===== config.mk =====
export PLATFORM = sky130hd
export DESIGN_NAME = pipe_trace_buf_flat
export DESIGN_NICKNAME = d
export VERILOG_FILES = /design/src/rtl/pipe_trace_pkg.sv /design/src/rtl/pipe_trace_buf_if.sv /design/src/rtl/pipe_trace_ram.sv /design/src/rtl/pipe_trace_buf.sv /design/src/flat_wrapper.sv
export SDC_FILE = /design/constraint.sdc
export NUM_CORES = 2
export LEC_CHECK = 0
export BUFFER_PORTS_ARGS = -buffer_cell sky130_fd_sc_hd__buf_4
export CORE_MARGIN = 2
export CORE_UTILIZATION = 71
export CTS_BUF_LIST = sky130_fd_sc_hd__clkbuf_4
export DETAILED_ROUTE_END_ITERATION = 8
export PLACE_DENSITY = 0.88
export SYNTH_ARGS = -nofsm -noshare
export SYNTH_HDL_FRONTEND = slang
export SYNTH_HIERARCHICAL = 1
export SYNTH_SLANG_ARGS = --single-unit

===== constraint.sdc =====
create_clock -name clk -period 9.8 [get_ports clk]
set_clock_uncertainty 0.15 [all_clocks]
set_input_delay 2.45 -clock clk [delete_from_list [all_inputs] [get_ports clk]]
set_output_delay 2.45 -clock clk [all_outputs]
set_load 0.005 [all_outputs]

===== src/rtl/pipe_trace_pkg.sv =====
// Shared definitions for the pipeline trace buffer.
// Contents: pipState encodings, trace FSM encodings, entry field-width helpers.
package pipe_trace_pkg;

    // Per-stage pipeline state as reported on stage_state.
    typedef enum logic [1:0] {
        PIP_IDLE      = 2'b00,
        PIP_WAIT_BEF  = 2'b01,
        PIP_SENDING   = 2'b10,
        PIP_WAIT_SEND = 2'b11
    } pip_state_e;

    // Trace controller state as reported on fsm_state.
    typedef enum logic [1:0] {
        ST_IDLE    = 2'b00,
        ST_CAPTURE = 2'b01,
        ST_POST    = 2'b10,
        ST_DRAIN   = 2'b11
    } trace_fsm_e;

    // Width of the packed stage_state field.
    function automatic int unsigned state_bits_w(int unsigned num_stages);
        return 2 * num_stages;
    endfunction

    // Width of one trace entry: {cycle stamp, stage_state, stage_fire}.
    function automatic int unsigned entry_w(int unsigned cyc_w, int unsigned num_stages);
        return cyc_w + 3 * num_stages;
    endfunction

endpackage


===== src/rtl/pipe_trace_buf_if.sv =====
// Read-out handshake bundle of the trace buffer.
//   rd_valid : entry on rd_data is valid (producer -> consumer)
//   rd_ready : consumer accepts the entry   (consumer -> producer)
//   rd_data  : {cycle stamp, stage_state, stage_fire}, stamp in MSBs
// Modports: master = trace buffer side, slave = consumer side.
interface pipe_trace_buf_if #(
    parameter int W = 44
) ();
    logic         rd_valid;
    logic         rd_ready;
    logic [W-1:0] rd_data;

    modport master (output rd_valid, output rd_data, input rd_ready);
    modport slave  (input rd_valid, input rd_data, output rd_ready);
endinterface


===== src/rtl/pipe_trace_ram.sv =====
// Simple dual-port trace RAM, DEPTH x W, registered read port.
//   clk      : clock
//   rst      : async active-high reset (clears the read register only)
//   we_i     : write enable
//   waddr_i  : write address
//   wdata_i  : write data
//   raddr_i  : read address, captured into rdata_o at the clock edge
//   rdata_o  : registered read data
// A same-edge write to the read address is forwarded so the read register
// never holds stale data for the location just written.
module pipe_trace_ram #(
    parameter int DEPTH = 64,
    parameter int W     = 44
) (
    input  logic                     clk,
    input  logic                     rst,
    input  logic                     we_i,
    input  logic [$clog2(DEPTH)-1:0] waddr_i,
    input  logic [W-1:0]             wdata_i,
    input  logic [$clog2(DEPTH)-1:0] raddr_i,
    output logic [W-1:0]             rdata_o
);
    logic [W-1:0] mem [DEPTH];
    logic [W-1:0] rdata_q;

    always_ff @(posedge clk) begin
        if (we_i) begin
            mem[waddr_i] <= wdata_i;
        end
    end

    always_ff @(posedge clk or posedge rst) begin
        if (rst) begin
            rdata_q <= '0;
        end else if (we_i && (waddr_i == raddr_i)) begin
            rdata_q <= wdata_i;
        end else begin
            rdata_q <= mem[raddr_i];
        end
    end

    assign rdata_o = rdata_q;
endmodule


===== src/rtl/pipe_trace_buf.sv =====
// Pipeline trace buffer: records per-cycle pipeline stage state/fire with a
// free-running cycle stamp into a circular RAM, stops a programmable number of
// entries after a trigger, then drains oldest-first over a valid/ready port.
//   clk, rst     : clock, async active-high reset
//   arm          : start capture (IDLE only)
//   trig         : trigger, starts post-trigger countdown (CAPTURE only)
//   stage_state  : 2 bits per stage, stage 0 in LSBs
//   stage_fire   : 1 bit per stage
//   rd           : read-out handshake (master modport)
//   fsm_state    : 00 IDLE, 01 CAPTURE, 10 POST, 11 DRAIN
//   count        : entries held
//   overflow     : sticky, an entry was overwritten or dropped
// Optional feature: define TRACE_CHANGE_ONLY_EN to record only cycles whose
// stage_state changed since the last written entry or that have any fire.
module pipe_trace_buf
    import pipe_trace_pkg::*;
#(
    parameter int NUM_STAGES = 4,
    parameter int DEPTH      = 64,
    parameter int CYC_W      = 32,
    parameter int WRAP       = 1,
    parameter int POST_TRIG  = 16
) (
    input  logic                                  clk,
    input  logic                                  rst,
    input  logic                                  arm,
    input  logic                                  trig,
    input  logic [state_bits_w(NUM_STAGES)-1:0]   stage_state,
    input  logic [NUM_STAGES-1:0]                 stage_fire,
    pipe_trace_buf_if.master                      rd,
    output logic [1:0]                            fsm_state,
    output logic [$clog2(DEPTH):0]                count,
    output logic                                  overflow
);
    localparam int unsigned AW = $clog2(DEPTH);
    localparam int unsigned CW = AW + 1;
    localparam int unsigned EW = entry_w(CYC_W, NUM_STAGES);
    localparam logic [CW-1:0] FULL_N = CW'(DEPTH);
    localparam logic [CW-1:0] POST_N = CW'(POST_TRIG);

    trace_fsm_e       fsm_q, fsm_d;
    logic [CYC_W-1:0] cyc_q;
    logic [AW-1:0]    wr_ptr_q, wr_ptr_d;
    logic [AW-1:0]    rd_ptr_q, rd_ptr_d;
    logic [CW-1:0]    count_q, count_d;
    logic [CW-1:0]    post_q, post_d;
    logic             ovf_q, ovf_d;

    logic             qual;
    logic             is_full;
    logic             we;
    logic             wrote;
    logic             rd_valid;
    logic             xfer;
    logic [EW-1:0]    wdata;
    logic [EW-1:0]    rdata;

`ifdef TRACE_CHANGE_ONLY_EN
    logic [state_bits_w(NUM_STAGES)-1:0] last_q, last_d;
    logic                                first_q, first_d;
    assign qual = first_q | (stage_state != last_q) | (|stage_fire);
`else
    assign qual = 1'b1;
`endif

    assign is_full  = (count_q == FULL_N);
    assign rd_valid = (fsm_q == ST_DRAIN) && (count_q != '0);
    assign xfer     = rd_valid & rd.rd_ready;
    assign wdata    = {cyc_q, stage_state, stage_fire};

    always_comb begin
        fsm_d    = fsm_q;
        wr_ptr_d = wr_ptr_q;
        rd_ptr_d = rd_ptr_q;
        count_d  = count_q;
        post_d   = post_q;
        ovf_d    = ovf_q;
        we       = 1'b0;
        wrote    = 1'b0;
`ifdef TRACE_CHANGE_ONLY_EN
        last_d   = last_q;
        first_d  = first_q;
`endif
        case (fsm_q)
            ST_IDLE: begin
                if (arm) begin
                    fsm_d    = ST_CAPTURE;
                    wr_ptr_d = '0;
                    rd_ptr_d = '0;
                    count_d  = '0;
                    post_d   = '0;
                    ovf_d    = 1'b0;
`ifdef TRACE_CHANGE_ONLY_EN
                    first_d  = 1'b1;
`endif
                end
            end
            ST_CAPTURE, ST_POST: begin
                if (qual) begin
                    if (!is_full) begin
                        we       = 1'b1;
                        wrote    = 1'b1;
                        wr_ptr_d = wr_ptr_q + AW'(1);
                        count_d  = count_q + CW'(1);
                    end else if (WRAP != 0) begin
                        // Overwrite oldest: both pointers advance, count stays at DEPTH.
                        we       = 1'b1;
                        wrote    = 1'b1;
                        wr_ptr_d = wr_ptr_q + AW'(1);
                        rd_ptr_d = rd_ptr_q + AW'(1);
                        ovf_d    = 1'b1;
                    end else begin
                        ovf_d    = 1'b1;
                    end
                end
`ifdef TRACE_CHANGE_ONLY_EN
                if (wrote) begin
                    last_d  = stage_state;
                    first_d = 1'b0;
                end
`endif
                // The trigger cycle's own write counts toward POST_TRIG.
                if (fsm_q == ST_CAPTURE) begin
                    if (trig) begin
                        post_d = CW'(wrote);
                        fsm_d  = (wrote && (POST_N == CW'(1))) ? ST_DRAIN : ST_POST;
                    end
                end else begin
                    post_d = post_q + CW'(wrote);
                    if (wrote && (post_q + CW'(1) == POST_N)) begin
                        fsm_d = ST_DRAIN;
                    end
                end
                if (qual && is_full && (WRAP == 0)) begin
                    fsm_d = ST_DRAIN;
                end
            end
            ST_DRAIN: begin
                if (count_q == '0) begin
                    fsm_d = ST_IDLE;
                end else if (xfer) begin
                    rd_ptr_d = rd_ptr_q + AW'(1);
                    count_d  = count_q - CW'(1);
                    if (count_q == CW'(1)) begin
                        fsm_d = ST_IDLE;
                    end
                end
            end
            default: fsm_d = ST_IDLE;
        endcase
    end

    always_ff @(posedge clk or posedge rst) begin
        if (rst) begin
            fsm_q    <= ST_IDLE;
            cyc_q    <= '0;
            wr_ptr_q <= '0;
            rd_ptr_q <= '0;
            count_q  <= '0;
            post_q   <= '0;
            ovf_q    <= 1'b0;
`ifdef TRACE_CHANGE_ONLY_EN
            last_q   <= '0;
            first_q  <= 1'b0;
`endif
        end else begin
            fsm_q    <= fsm_d;
            cyc_q    <= cyc_q + CYC_W'(1);
            wr_ptr_q <= wr_ptr_d;
            rd_ptr_q <= rd_ptr_d;
            count_q  <= count_d;
            post_q   <= post_d;
            ovf_q    <= ovf_d;
`ifdef TRACE_CHANGE_ONLY_EN
            last_q   <= last_d;
            first_q  <= first_d;
`endif
        end
    end

    // Reading at the next-state pointer keeps the registered read data aligned
    // with the oldest entry in the same cycle the pointer register updates.
    pipe_trace_ram #(
        .DEPTH (DEPTH),
        .W     (EW)
    ) u_ram (
        .clk     (clk),
        .rst     (rst),
        .we_i    (we),
        .waddr_i (wr_ptr_q),
        .wdata_i (wdata),
        .raddr_i (rd_ptr_d),
        .rdata_o (rdata)
    );

    assign rd.rd_valid = rd_valid;
    assign rd.rd_data  = rdata;
    assign fsm_state   = fsm_q;
    assign count       = count_q;
    assign overflow    = ovf_q;
endmodule


===== src/flat_wrapper.sv =====
// flat-port wrapper written by rule: the top's interface ports become plain ports
module pipe_trace_buf_flat import pipe_trace_pkg::*;
#(
    parameter int NUM_STAGES = 4,
    parameter int DEPTH      = 64,
    parameter int CYC_W      = 32,
    parameter int WRAP       = 1,
    parameter int POST_TRIG  = 16
)
  (clk, rst, arm, trig, stage_state, stage_fire, fsm_state, count, overflow, rd_rd_valid, rd_rd_data, rd_rd_ready);
  pipe_trace_buf_if #(.W((32 + 3 * 4))) rd_i ();
  input  logic clk;
  input  logic rst;
  input  logic arm;
  input  logic trig;
  input  logic [state_bits_w(NUM_STAGES)-1:0] stage_state;
  input  logic [NUM_STAGES-1:0] stage_fire;
  output logic [1:0] fsm_state;
  output logic [$clog2(DEPTH):0] count;
  output logic overflow;
  output wire logic [$bits(rd_i.rd_valid)-1:0] rd_rd_valid;
  output wire logic [$bits(rd_i.rd_data)-1:0] rd_rd_data;
  input wire logic [$bits(rd_i.rd_ready)-1:0] rd_rd_ready;
  assign rd_rd_valid = rd_i.rd_valid;
  assign rd_rd_data = rd_i.rd_data;
  assign rd_i.rd_ready = rd_rd_ready;
  pipe_trace_buf #(.NUM_STAGES(NUM_STAGES), .DEPTH(DEPTH), .CYC_W(CYC_W), .WRAP(WRAP), .POST_TRIG(POST_TRIG)) u_core (.clk(clk), .rst(rst), .arm(arm), .trig(trig), .stage_state(stage_state), .stage_fire(stage_fire), .rd(rd_i), .fsm_state(fsm_state), .count(count), .overflow(overflow));
endmodule

Word-level counts from Yosys, hierarchy flattened:

Memories as Yosys holds them, arrays and structs flattened. A register that Yosys moved wholly into a read port is not among the register bits.
Index checks and enable logic that the tools add are counted.

* flip-flop bits (word level): 61
* memory bits (writable): 2816
* input bits: 17
* output and inout bits: 55
* word-level logic and storage cells: 73
* memories kept: 1

Memories
* u_core.u_ram.mem: words 64, bits a word 44, rd ports 1, clocked after Yosys merged registers in 1, wr ports 1, line pipe_trace_ram.sv:23 `logic [W-1:0] mem [DEPTH];`

* add/sub/neg operators: 7
* equal/unequal tests: 15
* muxes and demuxes: 30
* bitwise gates (word level): 1
* reduce and logical (&&, ||, !) cells: 12

Operators by type and width (number)
* $mux W7: 6
* $add A32 B1 Y32 const B: 1
* $mux W6: 5
* $pmux W7 S3: 1
* $pmux W6 S3: 1
* $add A7 B1 Y7 const B: 2
* $mux W2: 7
* $pmux W7 S2: 1
* $add A6 B1 Y6 const B: 2
* $pmux W6 S2: 1
* $add A7 B1 Y7: 1
* $eq A7 B1 Y1 const B: 1
* $eq A7 B5 Y1 const B: 1
* $eq A7 B7 Y1 const B: 1
* $logic_not A7 Y1: 1
* $reduce_bool A7 Y1: 1
* $sub A7 B1 Y7 const B: 1
* $mux W1: 6
* $ne A2 B2 Y1 const B: 3
* $ne A3 B3 Y1 const B: 2
* $pmux W2 S3: 1
* $reduce_and A3 Y1: 2
* $reduce_and A5 Y1: 1
* $eq A2 B2 Y1 const B: 2
* 12 further kinds: 14

Logic depth before layout (Yosys ltp):

* depth in word-level cells: 7
* depth in mapped cells: 18
* mapped depth without buffers: 11

Cells and area by module:

Netlist, hierarchy kept.

Modules (own cells, without submodules)
* pipe_trace_ram: instances 1, cells an instance 5653, area each 110074.3 um^2, sequential area each 85662.2 um^2
* pipe_trace_buf: instances 1, cells an instance 366, area each 3585.9 um^2, sequential area each 1526.5 um^2

Least setup slack after synthesis:

OpenSTA, ideal clock, no wires.

* path kind: input -> register
* from: in rd_rd_ready
* to: reg u_core.u_ram.rdata_q[19] (netlist: u_core/u_ram/rdata_o[19]), read port of u_core.u_ram.mem
* setup time: 134 ps
* arrival time: 4927 ps
* required time: 9516 ps
* path slack: 4590 ps
* cell stages on the path: 12
* path buffers: 4
* path through: nand2b_1 -> o41ai_4 -> buf_6 -> nor3_1 -> a221oi_2 -> buf_4 -> buf_2 -> buf_2 -> mux4_2 -> mux2_2 -> o21ai_0 -> o211ai_1

* word-level cells in the longest chain between the ends: 4

Ends and longest elaborated chain
* start: declaration: line flat_wrapper.sv:23 `input wire logic [$bits(rd_i.rd_ready)-1:0] rd_rd_ready;`
* $and A1 B1 Y1: line pipe_trace_buf.sv:68 `assign xfer = rd_valid & rd.rd_ready;`
* $mux W6: line pipe_trace_buf.sv:141 `end else if (xfer) begin`
* $mux W6: line pipe_trace_buf.sv:139 `if (count_q == '0) begin`
* $pmux W6 S3: line pipe_trace_buf.sv:84 `case (fsm_q)`
* via u_core.rd_ptr_d[0]: line pipe_trace_buf.sv:44 `logic [AW-1:0] rd_ptr_q, rd_ptr_d;`
* end: declaration: line pipe_trace_ram.sv:24 `logic [W-1:0] rdata_q;`

The timed path passes the listed nets, and every way through them passes these cells.
A chain may end at the register's enable or synchronous reset.

Final worst setup path:

* from: reg u_core.count_q[0] (netlist: u_core/count[0])
* to: reg u_core.u_ram.rdata_q[22] (netlist: u_core/u_ram/rdata_o[22]), read port of u_core.u_ram.mem

* word-level cells in the longest chain between the ends: 6
* elaborated cells on any way between the ends: 9
* classes of those cells: eq/ne (1); mux (4); bitwise (1); reduce/logical (3)

Ends and longest elaborated chain
* start: declaration: line pipe_trace_buf.sv:45 `logic [CW-1:0] count_q, count_d;`
* start signal: assignment: line pipe_trace_buf.sv:171 `count_q <= count_d;`
* $reduce_bool A7 Y1: line pipe_trace_buf.sv:67 `assign rd_valid = (fsm_q == ST_DRAIN) && (count_q != '0);`
* $logic_and A1 B1 Y1: line pipe_trace_buf.sv:67
* $and A1 B1 Y1: line pipe_trace_buf.sv:68
* $mux W6: line pipe_trace_buf.sv:141
* $mux W6: line pipe_trace_buf.sv:139
* $pmux W6 S3 (*): line pipe_trace_buf.sv:84
* via u_core.rd_ptr_d[4]: line pipe_trace_buf.sv:44

Mark *: on every way through the listed nets, which the timed path passes. The rest lies on a longest branch.

==> impl_metrics.py <==
metrics = {
    "synth": {
        "ys_seq_area_share_pct": 76.71,
        "yosys-top-cells-count": "2816 x edfxtp_1, 1096 x mux2i_1, 522 x a22oi_1, 207 x nand3_1, 182 x mux4_2",
        "ys.flop_type": "edfxtp_1",
        "yosys_register_bits": 2921,
        "synth_edf_count": 2816,
        "syn_area_um2": 113700,
        "yosys.area.top_type": "edfxtp_1",
        "synth_area_per_cell_um2": 18.88,
        "syn_nets": 6048,
        "synth.most_common_cell": "edfxtp_1",
        "synth.distinct_cells": 73,
        "synth_area_leaders": "edfxtp_1 74%, mux2i_1 9.7%, mux4_2 3.6%",
        "ys_warn_count": 6,
        "async_flop_share_pct": 3.595,
        "synth_cells": 6019,
        "synthDominantCellAreaShare_pct": 74.40,
    },
    "timing": {
        "min_period_ns": 6.703,
        "max_freq_ghz": 0.1492,
        "rsz0062_at_grt": "false",
        "worst_pin_slew_ns": 1.415,
        "setup_ws_ns": 3.097,
        "hold_violations": 0,
        "setup_viol": 0,
        "relSlewSlack_pct": 5.472,
        "slew_violations": 0,
        "final.setup.tns_ns": 0,
        "post-route-period-util_pct": 68.39,
    },
    "clock_network": {
        "hold_buffers": 0,
        "clock_path_buffers": 4,
        "cts-root-buf": "clkbuf_4",
        "ctsResizeCount": 0,
        "post-cts-setup-buffers": 0,
        "numCtsBuffers": 673,
        "cts.reportedPaths.clkPinSlew_ns": 0.08,
        "cts_tree": "done",
        "clock_latency_ns": 1.44,
        "cts.sinks": 2921,
        "htree_levels": 6,
    },
    "cells_and_area": {
        "seq_area_um2": 87230,
        "syn_to_final_growth_pct": 10.40,
        "multi_input_area_um2": 25370,
        "drive_gt1_share_pct": 22.66,
        "finalCoreUtilization_pct": 79.04,
        "nNetsFinal": 6568,
        "fill_cells": 6902,
    },
    "setup_path": {
        "end_kind": "register",
        "critical_path.top_delay_family": "compound AO/OA/AOI/OAI gates",
        "max_stage_delay_ns": 0.90,
        "cp.required_ns": 10.85,
        "crit_buf_inv": 3,
        "crit_path_start_kind": "register",
        "critPathArrivalTime_ns": 7.75,
        "path_cells": "inv_1, ha_1, nand2b_1, o41ai_4, nor3b_1, o32ai_4, buf_4, and2_4, buf_12, a22oi_1, nand3_1, a41o_1, o211ai_1",
        "critical_path.max_fanout": 99,
        "critPathSlowestCell": "and2_4",
        "crit_type": "reg -> reg",
    },
    "power": {
        "power.switching_mw": 10.64,
        "leakage_nw": 39.19,
        "seqPwrFrac_pct": 44.9,
        "p_sw_share_pct": 33.04,
        "p_per_area_nw_per_um2": 256.7,
        "p_comb_share_pct": 24.9,
        "p_int_mw": 21.57,
        "p_clk_share_pct": 30.2,
        "ir_drop_v": 0.0004197,
    },
    "placed_design": {
        "place_hpwl_mm": 151.7,
        "place_ws_ns": 2.667,
        "place_congestion": 0.8949,
        "numPortBuffers": 71,
    },
    "run": {
        "cap_violations": 0,
    },
    "route": {
        "drt-pass1-iter-count": 9,
        "post_drt_via_cell_ratio": 7.458,
        "postRouteAntennaNets": 0,
        "drtIter0Drc": 12620,
        "drt_wl_total_mm": 322.3,
        "vias": 68000,
        "drcViolationCount": 0,
        "wl_per_cell_um": 35.35,
    },
    "die": {
        "start_util_pct": 71.60,
        "fp.dieW_um": 404.1,
        "core_um2": 158700,
        "io_pins": 72,
        "num_rows": 146,
        "die_h_um": 404.1,
        "die_area_um2": 163300,
    },
    "hold_path": {
        "hold_class": "reg -> reg",
    },
    "global_routing": {
        "grt_max_degree": 168,
        "grt_pass1_wl_mm": 459.4,
        "grt_overflow": 0,
        "antenna_found_initial": 27,
        "grt_pass1_vias": 68690,
        "grt_usage_pct": 39.48,
    },
    "run_status": {
        "outcome": "finished, final reports clean",
    },
}
==> stage by stage <==
step,hold WS (ns),instances,power [mW],area (um^2)
2_1_floorplan,0.3366,6019,19.01,113700
3_3_place_gp,0.3690,7936,21.69,117000
3_5_place_dp,0.4179,7936,21.98,117000
4_1_cts,0.4439,9105,31.75,125400
5_1_grt,0.4736,9111,32.87,125500
6_report,0.4528,9117,32.21,125500
==> path summary, 6_finish.rpt <==
kind | startpoint | endpoint | slack [ns] | depth (start not counted)
min in group asynchronous | rst | u_core/post_q[2]$_DFFE_PP0P_ | 1.14 | 3
hold reg to reg | u_core/post_q[6]$_DFFE_PP0P_ | u_core/post_q[6]$_DFFE_PP0P_ | 0.45 | 2
max in group asynchronous | rst | u_core/u_ram/rdata_o[17]$_DFF_PP0_ | 7.43 | 3
setup reg to reg | u_core/count[0]$_DFFE_PP0P_ | u_core/u_ram/rdata_o[22]$_DFF_PP0_ | 3.10 | 13
hold / removal | u_core/post_q[6]$_DFFE_PP0P_ | u_core/post_q[6]$_DFFE_PP0P_ | 0.45 | 2
setup / recovery | u_core/count[0]$_DFFE_PP0P_ | u_core/u_ram/rdata_o[22]$_DFF_PP0_ | 3.10 | 13
==> placed cells by master (no fill, tap or decap), types with 9 or more instances in the layout <==
cell type,synthesis,final
edfxtp_1,2816,2816
mux2i_1,1096,1096
clkbuf_4,0,1005
a22oi_1,522,522
nand3_1,207,207
buf_4,14,188
mux4_2,182,182
clkinv_1,0,131
a21oi_1,100,100
nand2_1,90,89
dfrtp_1,105,74
nor2_4,0,64
o21ai_0,46,46
o211ai_1,44,44
mux2_2,43,43
a41o_1,43,43
a211o_1,42,42
dfrtp_2,0,31
xor2_1,22,22
nor2_1,85,21
xnor2_1,19,19
inv_1,19,17
buf_12,0,17
inv_2,1,14
nand2b_1,15,13
diode_2,0,12
ha_1,12,12
bufinv_16,0,9
clkinv_2,0,9
nor3_1,11,9
o21ai_1,9,9
and3_1,9,9
nand4_1,9,9
nor4_1,9,9
==> power groups by stage <==
stage	sequential, mW	clock (mW)	combinational (mW)
2_1_floorplan	14.4	0	4.57
3_3_place_gp	14.6	0	7.05
3_5_place_dp	14.7	0	7.32
4_1_cts	14.4	9.76	7.58
5_1_grt	14.5	10.3	8.10
6_report	14.5	9.73	8.02
==> tightest hold or removal path, delay by kind of cell, from the launching register on <==
kind               cells  cell delay, ns
AOI/OAI and AO/OA      1            0.08
DFF                    1            0.40
and+or+nand+nor        1            0.08
==> registers in the layout, indices dropped and copies added, names as in the netlist <==
name,cells
u_core/cyc_q,32
u_core/overflow,1
u_core/u_ram/rdata_o,44
u_core/rd_ptr_q,6
u_core/count,7
u_core/post_q,7
u_core/wr_ptr_q,6
u_core/u_ram/mem,2816
u_core/fsm_state,2
==> routing by layer <==
| metal | global-route usage (%) | part of all wire (%) | vias to the layer above |
|---|---|---|---|
| li1 | - | - | 26000 |
| met5 | 0.7434 | 0.12 | - |
| met3 | 15.19 | 17 | 1771 |
| met2 | 59.14 | 45 | 7507 |
| met4 | 22.01 | 6.8 | 36 |
| met1 | 50.14 | 31 | 32690 |
==> kinds of logic after synthesis <==
family	share of synthesized area [%]
AOI/OAI and AO/OA	5.564
xor gates and xnor gates	0.3159
DFF	76.71
buffers and inverters	1.482
and+or+nand+nor	2.112
adders and majority gates	0.1321
muxes	13.68
==> layout make-up <==
class	count	area share [%]
tap	2072	2.066
inverter	20	0.05983
clock inverter	164	0.7020
timing repair buffer	205	1.396
sequential	2921	69.52
multi-input combinational	2718	20.22
clock buffer	1005	6.013
antenna	12	0.02393
Power figures use the tool's default switching activity.
